### src/rtl/tracker_req_responder.sv
// tracker_req_responder
// NoC-side responder for tracker read requests. Accepts a two-flit request
// (header + body) on noc0, reads the tracker log RAM through a synchronous
// read port, packs EPF entries per flit (slot 0 in the MSBs) and returns one
// response packet to the requester.
//
// Optional feature: define TRACKER_RESP_CLAMP_EN to clamp RANGE requests to
// the entries actually logged (end_addr limited to log_wr_ptr - 1).
//
// Header layout (MSB first): dst_x, dst_y, dst_fbits[4], msg_len[22],
// msg_type[8], src_x, src_y, src_fbits[4], reserved.
// Request body layout (MSB first): req_type[2], start_addr, end_addr, reserved.
// META response flit: log_wr_ptr in the top TRACKER_ADDR_W+1 bits.
module tracker_req_responder #(
  parameter int                  NOC_DATA_W     = 512,
  parameter int                  TRACKER_ADDR_W = 10,
  parameter int                  ENTRY_W        = 128,
  parameter int                  XY_WIDTH       = 8,
  parameter logic [XY_WIDTH-1:0] SRC_X          = '0,
  parameter logic [XY_WIDTH-1:0] SRC_Y          = '0,
  parameter logic [3:0]          TRACKER_FBITS  = 4'hA
) (
  input  logic                      clk,
  input  logic                      rst,
  input  logic                      noc0_ctovr_resp_val,
  input  logic [NOC_DATA_W-1:0]     noc0_ctovr_resp_data,
  output logic                      noc0_ctovr_resp_rdy,
  output logic                      noc0_vrtoc_resp_val,
  output logic [NOC_DATA_W-1:0]     noc0_vrtoc_resp_data,
  input  logic                      noc0_vrtoc_resp_rdy,
  output logic                      log_rd_req_val,
  output logic [TRACKER_ADDR_W-1:0] log_rd_req_addr,
  input  logic [ENTRY_W-1:0]        log_rd_resp_data,
  input  logic [TRACKER_ADDR_W:0]   log_wr_ptr,
  output logic                      busy
);

  localparam int FBITS_W     = 4;
  localparam int MSG_LEN_W   = 22;
  localparam int MSG_TYPE_W  = 8;
  localparam int HDR_USED_W  = 4 * XY_WIDTH + 2 * FBITS_W + MSG_LEN_W + MSG_TYPE_W;
  localparam int BODY_USED_W = 2 + 2 * TRACKER_ADDR_W;
  localparam int EPF         = NOC_DATA_W / ENTRY_W;
  localparam int CNT_W       = $clog2(EPF + 1);
  localparam int SLOT_W      = (EPF > 1) ? $clog2(EPF) : 1;
  localparam int LEN_W       = TRACKER_ADDR_W + 1;

  localparam logic [LEN_W-1:0] EPF_LEN = LEN_W'(EPF);
  localparam logic [CNT_W-1:0] EPF_CNT = CNT_W'(EPF);

  typedef enum logic [1:0] {
    REQ_META  = 2'd0,
    REQ_RANGE = 2'd1
  } req_type_e;

  typedef enum logic [2:0] {
    S_IDLE,
    S_RX_BODY,
    S_DECODE,
    S_TX_HDR,
    S_TX_META,
    S_RD,
    S_TX_DATA
  } state_e;

  typedef struct packed {
    logic [XY_WIDTH-1:0]              dst_x;
    logic [XY_WIDTH-1:0]              dst_y;
    logic [FBITS_W-1:0]               dst_fbits;
    logic [MSG_LEN_W-1:0]             msg_len;
    logic [MSG_TYPE_W-1:0]            msg_type;
    logic [XY_WIDTH-1:0]              src_x;
    logic [XY_WIDTH-1:0]              src_y;
    logic [FBITS_W-1:0]               src_fbits;
    logic [NOC_DATA_W-HDR_USED_W-1:0] rsvd;
  } noc_hdr_t;

  typedef struct packed {
    logic [1:0]                        req_type;
    logic [TRACKER_ADDR_W-1:0]         start_addr;
    logic [TRACKER_ADDR_W-1:0]         end_addr;
    logic [NOC_DATA_W-BODY_USED_W-1:0] rsvd;
  } req_body_t;

  state_e                    state_q, state_d;
  logic [XY_WIDTH-1:0]       req_x_q, req_y_q;
  logic [FBITS_W-1:0]        req_fbits_q;
  logic                      is_range_q;
  logic [TRACKER_ADDR_W-1:0] start_q, end_q;
  logic [LEN_W-1:0]          ptr_q;     // log_wr_ptr snapshot for META replies
  logic [LEN_W-1:0]          flits_q;   // body flits in the response (msg_len)
  logic [LEN_W-1:0]          rem_q;     // entries not yet packed into a flit
  logic [TRACKER_ADDR_W-1:0] addr_q;
  logic [CNT_W-1:0]          iss_q;     // reads issued for the current flit
  logic [CNT_W-1:0]          cap_q;     // entries captured for the current flit
  logic                      rd_pend_q; // a read was strobed last cycle
  logic [ENTRY_W-1:0]        slot_q [EPF];

  noc_hdr_t  in_hdr, out_hdr;
  req_body_t in_body;
  logic      in_fire, out_fire, rd_fire, last_cap, enter_rd;
  logic [CNT_W-1:0] flit_n;
  logic [LEN_W-1:0] start_ext, end_ext, n_entries, n_flits;
  logic             unused_bits;

  assign in_hdr  = noc_hdr_t'(noc0_ctovr_resp_data);
  assign in_body = req_body_t'(noc0_ctovr_resp_data);

  // Routing fields addressed to this tile and padding carry nothing we need.
  assign unused_bits = ^{in_hdr.dst_x, in_hdr.dst_y, in_hdr.dst_fbits, in_hdr.msg_len,
                         in_hdr.msg_type, in_hdr.rsvd, in_body.rsvd};

  assign in_fire  = noc0_ctovr_resp_val & noc0_ctovr_resp_rdy;
  assign out_fire = noc0_vrtoc_resp_val & noc0_vrtoc_resp_rdy;

  // Entries carried by the flit being assembled: a full flit or the tail.
  assign flit_n   = (rem_q < EPF_LEN) ? rem_q[CNT_W-1:0] : EPF_CNT;
  assign rd_fire  = (state_q == S_RD) && (iss_q < flit_n);
  assign last_cap = (state_q == S_RD) && rd_pend_q && (cap_q == flit_n - 1'b1);
  assign enter_rd = (state_q != S_RD) && (state_d == S_RD);

  // Decode the latched range into entry and flit counts (registered in S_DECODE).
  // NOTE: every variable assigned in an always_comb gets a default first, so no path can infer a latch.
  always_comb begin
    start_ext = {1'b0, start_q};
    end_ext   = {1'b0, end_q};
    n_entries = '0;
`ifdef TRACKER_RESP_CLAMP_EN
    // Nothing logged at or beyond start_addr means an empty, header-only reply.
    if ((log_wr_ptr != '0) && (start_ext < log_wr_ptr)) begin
      if (end_ext >= log_wr_ptr) end_ext = log_wr_ptr - 1'b1;
      if (end_ext >= start_ext) n_entries = end_ext - start_ext + 1'b1;
    end
`else
    if (end_ext >= start_ext) n_entries = end_ext - start_ext + 1'b1;
`endif
    n_flits = n_entries / EPF_LEN + LEN_W'((n_entries % EPF_LEN) != '0);
  end

  // Next-state logic.
  always_comb begin
    state_d = state_q;
    unique case (state_q)
      S_IDLE:    if (in_fire) state_d = S_RX_BODY;
      S_RX_BODY: if (in_fire) state_d = S_DECODE;
      S_DECODE:  state_d = S_TX_HDR;
      S_TX_HDR: begin
        if (out_fire) begin
          if (!is_range_q)          state_d = S_TX_META;
          else if (flits_q == '0)   state_d = S_IDLE;
          else                      state_d = S_RD;
        end
      end
      S_TX_META: if (out_fire) state_d = S_IDLE;
      S_RD:      if (last_cap) state_d = S_TX_DATA;
      S_TX_DATA: if (out_fire) state_d = (rem_q != '0) ? S_RD : S_IDLE;
      default:   state_d = S_IDLE;
    endcase
  end

  // Response header returned to the requester.
  always_comb begin
    out_hdr           = '0;
    out_hdr.dst_x     = req_x_q;
    out_hdr.dst_y     = req_y_q;
    out_hdr.dst_fbits = req_fbits_q;
    out_hdr.msg_len   = MSG_LEN_W'(flits_q);
    out_hdr.src_x     = SRC_X;
    out_hdr.src_y     = SRC_Y;
    out_hdr.src_fbits = TRACKER_FBITS;
  end

  // Port outputs; every driven flit comes straight from registers, so data holds while stalled.
  always_comb begin
    // Request side is closed while reset is asserted, whatever state the register holds.
    noc0_ctovr_resp_rdy  = !rst && ((state_q == S_IDLE) || (state_q == S_RX_BODY));
    noc0_vrtoc_resp_val  = (state_q == S_TX_HDR) || (state_q == S_TX_META) ||
                           (state_q == S_TX_DATA);
    noc0_vrtoc_resp_data = '0;
    unique case (state_q)
      S_TX_HDR:  noc0_vrtoc_resp_data = out_hdr;
      S_TX_META: noc0_vrtoc_resp_data[NOC_DATA_W-1 -: LEN_W] = ptr_q;
      S_TX_DATA: begin
        for (int k = 0; k < EPF; k++) begin
          noc0_vrtoc_resp_data[NOC_DATA_W-1-k*ENTRY_W -: ENTRY_W] = slot_q[k];
        end
      end
      default: noc0_vrtoc_resp_data = '0;
    endcase
    log_rd_req_val  = rd_fire;
    log_rd_req_addr = addr_q;
    busy            = (state_q != S_IDLE);
  end

  // State register, request latches and read sequencing counters.
  // NOTE: sequential state uses non-blocking assignments so every register samples pre-edge values.
  always_ff @(posedge clk) begin
    if (rst) begin
      state_q     <= S_IDLE;
      req_x_q     <= '0;
      req_y_q     <= '0;
      req_fbits_q <= '0;
      is_range_q  <= 1'b0;
      start_q     <= '0;
      end_q       <= '0;
      ptr_q       <= '0;
      flits_q     <= '0;
      rem_q       <= '0;
      addr_q      <= '0;
      iss_q       <= '0;
      cap_q       <= '0;
      rd_pend_q   <= 1'b0;
    end else begin
      state_q <= state_d;

      if ((state_q == S_IDLE) && in_fire) begin
        req_x_q     <= in_hdr.src_x;
        req_y_q     <= in_hdr.src_y;
        req_fbits_q <= in_hdr.src_fbits;
      end

      if ((state_q == S_RX_BODY) && in_fire) begin
        // Any type other than RANGE is answered as META.
        is_range_q <= (in_body.req_type == REQ_RANGE);
        start_q    <= in_body.start_addr;
        end_q      <= in_body.end_addr;
      end

      if (state_q == S_DECODE) begin
        ptr_q   <= log_wr_ptr;
        flits_q <= is_range_q ? n_flits : LEN_W'(1);
        rem_q   <= is_range_q ? n_entries : '0;
        addr_q  <= start_q;
      end

      if (enter_rd) begin
        iss_q     <= '0;
        cap_q     <= '0;
        rd_pend_q <= 1'b0;
      end else if (state_q == S_RD) begin
        rd_pend_q <= rd_fire;
        if (rd_fire) begin
          iss_q  <= iss_q + 1'b1;
          addr_q <= addr_q + 1'b1;
        end
        if (rd_pend_q) cap_q <= cap_q + 1'b1;
        if (last_cap)  rem_q <= rem_q - LEN_W'(flit_n);
      end
    end
  end

  // Slot buffer: cleared on entry to RD so a short tail flit pads with zeros.
  // NOTE: the slot buffer is pure datapath and is rewritten before it is ever presented, so it has no reset.
  always_ff @(posedge clk) begin
    if (enter_rd) begin
      for (int k = 0; k < EPF; k++) slot_q[k] <= '0;
    end else if ((state_q == S_RD) && rd_pend_q) begin
      slot_q[cap_q[SLOT_W-1:0]] <= log_rd_resp_data;
    end
  end

endmodule

### config.mk
export PLATFORM = sky130hd
export DESIGN_NAME = tracker_req_responder
export DESIGN_NICKNAME = d
export VERILOG_FILES = /design/src/rtl/tracker_req_responder.sv
export SDC_FILE = /design/constraint.sdc
export NUM_CORES = 1
export LEC_CHECK = 0
export BUFFER_PORTS_ARGS = -buffer_cell sky130_fd_sc_hd__buf_2
export CAP_MARGIN = 0
export CORE_AREA = 10 10 458 460
export CTS_BUF_LIST = sky130_fd_sc_hd__clkbuf_8
export DETAILED_ROUTE_END_ITERATION = 8
export DIE_AREA = 0 0 468 470
export PLACE_DENSITY_LB_ADDON = 0.08
export SKIP_CTS_REPAIR_TIMING = 1
export SYNTH_ARGS = -nofsm -noshare
export SYNTH_HDL_FRONTEND = slang
export SYNTH_SLANG_ARGS = --single-unit
### constraint.sdc
create_clock -name clk -period 19.3 [get_ports clk]
set_clock_uncertainty 0.15 [all_clocks]
set_input_delay 2.895 -clock clk [delete_from_list [all_inputs] [get_ports clk]]
set_output_delay 2.895 -clock clk [all_outputs]
set_load 0.02 [all_outputs]
==> run metrics, run 1 <==
status=complete, no violations; Synthesized Nets=3035; sequential power share=47.6%; die area=0.2200 mm2; share of layout cells above drive strength 1=29.53%; crit path max fanout=120; H-tree levels=4; Final ANT Viol Nets=0; post-synth cell types=67; initial antenna violation count=77; RSZ-0062 raised after global routing=false; Max Slew Vio Count=0; CTS max path bufs=3; clock share of power=48.1%; Worst-Margin Slew=0.9964 ns; Final Wtd Congestion=0.7172; worst hold path type=reg2reg; first-pass GRT wire length=199.4 mm; row count=165; setup TNS=0 ns; fin crit share=46.03%; pwr dens=80.47 mW/mm2; Crit Reg-Reg Startpoint=rem_q[4]; DR vias=20350; R2R cell count=12; vias in the first global route=21820; Total GRT Usage=13.10%; fill count=22330; Worst Path Required=16.26 ns; yosys warns=0; kind of critical path=reg2out; synthesis-stage register bit count=605; total gr overflow=0; maximum VDD drop=0.04227 mV; post-layout util=18.34%; io pins=1181; final WL=148.8 mm; number of synthesized flops with an enable pin=512; Int Pwr=0.002173 W; worst hold slack=0.3021 ns; DRC viols=0; TritonCTS clock tree=built; Final setup viols=0; Starting Density=13.73%; TritonCTS Buffers=141; critical path arrival=5.84 ns; Reg clk slew, reported paths=0.05 ns; Power, Total=0.002964 W; Die Y=470 um; Final Hold Fails=0; Mapped Cells=2345; max_cap viols=0; Worst Setup End Kind=output pin; drt first-iter violations=907; Avg Synthesized Cell Area=11.76 um2; Main synth FF type=edfxtp_1; CTS sink cnt=605; Post-synth ARST share=0%; Worst setup SP type=flip-flop; Sw Ratio=26.71%; startpoint of the worst hold path=ptr_q[8]; CP Capture Point=noc0_vrtoc_resp_data[67]; fin crit period=8.884 ns; Clock Tree Root=clkbuf_8; Mapped Area=0.02758 mm2; Leak=16.01 nW; Seq/Total Area, Yosys=62.49%; I/O Buffers=710; R2R Setup Slk=13.28 ns; Pre-antenna DRT Iters=5; DR vias/cell=3.477; reg2reg end=slot_q[1][105]; largest net degree at the start of global routing=121; area delta synth->final=33.55%; core area=0.2009 mm2; Sw Pwr=0.0007916 W; Achievable Freq=112.6 MHz; combinational power share=4.4%; wire per inst=25.42 um; CP Launch Point=state_q[2]; Slew HR=33.32%; # nets final=3767; width of the die=468 um; Worst-Skew Late Latency=0.89 ns; post-detail-place hpwl=106.2 mm
==> final cells by class <==
type,instances,area [um2],area share (%)
repair buffers,742,3844,10.43
inverters,31,116.4,0.3159
flip-flops and latches,605,17240,46.79
diodes,12,30.03,0.08151
well taps,2672,3343,9.075
clock buffers,141,1941,5.268
clock inverters,95,585.6,1.590
multi-input cells,1556,9743,26.45
==> worst min path at each step <==
stage | cells after the start | endpoint | slack [ns]
2_1_floorplan | 2 | ptr_q[0] | 0.29
3_3_place_gp | 2 | ptr_q[10] | 0.29
3_5_place_dp | 2 | ptr_q[5] | 0.30
4_1_cts | 2 | ptr_q[5] | 0.30
5_1_grt | 2 | ptr_q[5] | 0.31
6_report | 2 | ptr_q[8] | 0.30
==> sequential cells by signal (all words and copies together), names as in the netlist <==
| register | cells |
|---|---|
| slot_q | 512 |
| ptr_q | 11 |
| rem_q | 11 |
| end_q | 10 |
| flits_q | 10 |
| log_rd_req_addr | 10 |
| start_q | 10 |
| req_x_q | 8 |
| req_y_q | 8 |
| req_fbits_q | 4 |
| cap_q | 3 |
| iss_q | 3 |
| state_q | 3 |
| is_range_q | 1 |
| rd_pend_q | 1 |
==> power by group through the flow <==
stage | registers (W) | logic, W | clock network (W)
global route | 0.00141 | 0.000145 | 0.00156
detailed placement | 0.00144 | 0.000136 | 0
CTS | 0.00141 | 0.000136 | 0.00151
floorplan | 0.00144 | 0.0000585 | 0
global placement | 0.00144 | 0.000137 | 0
finish | 0.00141 | 0.000130 | 0.00143
==> stage by stage <==
step / cell area [um2] / setup slack (ns) / std cells
2_1_floorplan: 27580 / 8.223 / 2345
3_3_place_gp: 34280 / 10.80 / 5606
3_5_place_dp: 34280 / 10.82 / 5606
4_1_cts: 36810 / 9.839 / 5842
5_1_grt: 36810 / 9.705 / 5844
6_report: 36840 / 10.42 / 5854
==> logic make-up (layout without fill, tap and decap cells) <==
| logic type | after synthesis | after routing | share of synthesized area (%) |
|---|---|---|---|
| compound gates | 183 | 183 | 4.332 |
| xor+xnor | 19 | 19 | 0.6033 |
| fa+ha+maj | 36 | 36 | 1.760 |
| buf+inv | 184 | 1009 | 2.508 |
| flops | 605 | 605 | 62.49 |
| mux | 15 | 15 | 0.5534 |
| other cells | 1 | 13 | 0.01359 |
| simple gates | 1302 | 1302 | 27.74 |
==> synth_stat cells, types with 4 or more instances <==
master    instances  area share [%]
inv_1            30            0.41
or3b_2            4            0.13
and3_1            8            0.18
nor4_1           10            0.23
and2_1          996              23
a21o_1            4            0.11
o21ai_0          27            0.49
o211ai_1          4            0.11
a31oi_1           5            0.11
nand2_1         162             2.2
a21oi_1          71             1.3
xnor2_1           6            0.19
a211oi_1         13            0.35
ha_1             30             1.4
a22o_1           19            0.60
nand3b_1          6            0.16
nor2_1           51            0.69
nor3b_1          11            0.30
edfxtp_1        512              56
nor3_1           11            0.20
nand3_1          11            0.20
dfxtp_1          93             6.7
a221oi_1         11            0.35
fa_1              5            0.36
mux2i_1          13            0.47
nor2b_1           4           0.091
nand4_1           4           0.091
xor2_1           13            0.41
nand2b_1         12            0.27
clkbuf_1        149             2.0
==> per-layer routing <==
metal | vias to the layer above | wire, um | track usage (%)
met5 | - | 276 | 0
met4 | 50 | 3288 | 3.237
met3 | 257 | 21510 | 8.827
met2 | 859 | 59850 | 18.51
met1 | 9779 | 63890 | 16.16
li1 | 9407 | - | -
==> worst max-delay path, cell delays in order, from the launching register on <==
cell and delay (ns):
dfxtp_1 0.66, nand2_1 0.60, nor2_4 0.93, buf_4 0.82, buf_12 0.42, buf_4 0.56
and2_1 0.46, buf_2 0.29
==> layout by cell type (no fill, tap or decap), types with 5 or more instances in the layout <==
master    synthesis  final
and2_1          996    996
buf_2             1    710
edfxtp_1        512    512
nand2_1         162    159
clkbuf_8          0    141
dfxtp_1          93     93
inv_1            30     79
a21oi_1          71     71
nor2_1           51     49
ha_1             30     30
buf_4             0     28
o21ai_0          27     26
clkinv_1          1     20
a22o_1           19     19
mux2i_1          13     13
xor2_1           13     13
diode_2           0     12
nand2b_1         12     12
a211oi_1         13     12
nand3_1          11     11
a221oi_1         11     11
nor4_1           10     10
nor3b_1          11     10
clkinv_2          0      9
nor3_1           11      8
and3_1            8      7
nand3b_1          6      6
xnor2_1           6      6
a31oi_1           5      5
fa_1              5      5
Power figures use the tool's default switching activity.
==> run 2: changes to the inputs <==
- CORE_AREA: 10 10 458 460 -> 10 10 448 450
- DIE_AREA: 0 0 468 470 -> 0 0 458 460
- clock period: 19.3 -> 8.8 ns (I/O delays scaled with it)
==> run metrics, run 2 (synthesis results as in run 1) <==
row count=161; Final Hold Fails=0; Worst-Skew Late Latency=0.89 ns; post-detail-place hpwl=104.5 mm; post-layout util=19.21%; CP cell instances=or4_4 -> nor3_4 -> nand2_1 -> ha_1 -> or3b_2 -> nor4_1 -> o21ai_1 -> buf_4 -> inv_1 -> buf_2; TritonCTS Buffers=140; wire per inst=25.49 um; combinational power share=4.3%; crit path max fanout=24; drt first-iter violations=993; area of the multi-input gates=0.009743 mm2; Worst Path Required=7.33 ns; I/O Buffers=710; Int Pwr=0.004760 W; CTS max path bufs=3; Final Wtd Congestion=0.7141; vias in the first global route=21690; Worst-Margin Slew=1.011 ns; Slew HR=32.59%; critical path arrival=4.08 ns; Worst Setup End Kind=output pin; share of layout cells above drive strength 1=29.72%; Starting Density=14.40%; first-pass GRT wire length=197.1 mm; largest net degree at the start of global routing=170; initial antenna violation count=77; final WL=145.9 mm; fin crit period=5.546 ns; CTS sink cnt=605; Final ANT Viol Nets=0; max reg flops=512; Pre-antenna DRT Iters=5; H-tree levels=4; worst hold slack=0.3031 ns; fill count=21210; Reg with most FFs=slot_q; kind of critical path=reg2out; Reg clk slew, reported paths=0.05 ns; DRC viols=0; width of the die=458 um; Top Registers=slot_q x512, ptr_q x11, rem_q x11; Worst Setup Slack, final=3.254 ns; area delta synth->final=33.44%; Sw Pwr=0.001756 W; maximum VDD drop=0.1076 mV; pwr dens=177.0 mW/mm2; # nets final=3775; pre-CTS WS=3.471 ns; sequential power share=47.4%; core area=0.1916 mm2; most common cell after layout, fill and taps aside=and2_1; Achievable Freq=180.3 MHz; Leak=16.08 nW; io pins=1181; clock share of power=48.3%; max incr delay on CP=0.60 ns; Slowest-stage cell, CP=or4_4; RSZ-0062 raised after global routing=false; TritonCTS clock tree=built; Final setup viols=0; sequential cell area=0.01724 mm2; Clock Tree Root=clkbuf_8; Total GRT Usage=13.43%; status=complete, no violations; Max Slew Vio Count=0; DR vias/cell=3.572; DR vias=20440; max_cap viols=0; worst hold path type=reg2reg; setup TNS=0 ns; total gr overflow=0; most frequent cells in the layout=and2_1 (996), buf_2 (710), edfxtp_1 (512), nand2_1 (159), clkbuf_8 (150); fin crit share=63.02%; die area=0.2107 mm2; Worst setup SP type=flip-flop; Sw Ratio=26.94%; Die Y=460 um
run 2: power by group through the flow:
stage,Sequential (W),Combinational [W],Clock (W)
after floorplan,0.00315,0.000128,0
after global placement,0.00315,0.000294,0
after detailed placement,0.00315,0.000293,0
after CTS,0.00309,0.000295,0.00333
after global routing,0.00309,0.000316,0.00344
final,0.00309,0.000280,0.00314
run 2: per-layer routing:
| metal | routed length (um) | vias up | track usage [%] |
|---|---|---|---|
| met3 | 20910 | 224 | 9.022 |
| met5 | 240 | - | 0 |
| met4 | 2573 | 40 | 3.010 |
| li1 | - | 9419 | - |
| met2 | 58370 | 887 | 18.82 |
| met1 | 63760 | 9870 | 16.83 |
run 2: final timing paths:
check	from	to	slack, ns	cells past startpoint
max	rem_q[4]	log_rd_req_val	3.25	10
min	ptr_q[4]	ptr_q[4]	0.30	2
max reg2reg	rem_q[4]	slot_q[3][94]	4.06	10
min reg2reg	ptr_q[4]	ptr_q[4]	0.30	2
run 2: worst max-delay path, delay by kind of cell, from the launching register on:
kind / cells / cell delay [ns]
simple gates: 5 / 1.80
buf+inv: 3 / 0.77
flops: 1 / 0.36
fa+ha+maj: 1 / 0.21
compound gates: 1 / 0.09
run 2: area by class of cell:
type / count / share of cell area [%]
tap: 2526 / 8.586
inverter: 31 / 0.3161
clock buffer: 150 / 5.609
multi-input combinational: 1556 / 26.47
timing repair buffer: 751 / 10.76
sequential: 605 / 46.83
clock inverter: 93 / 1.363
antenna: 10 / 0.06798
run 2: stage by stage:
step,power [W],std cells,cell area [um2]
4_1_cts,0.006718,5712,36780
3_3_place_gp,0.003444,5469,34220
6_report,0.006516,5722,36810
3_5_place_dp,0.003443,5469,34220
5_1_grt,0.006841,5714,36790
2_1_floorplan,0.003276,2345,27590
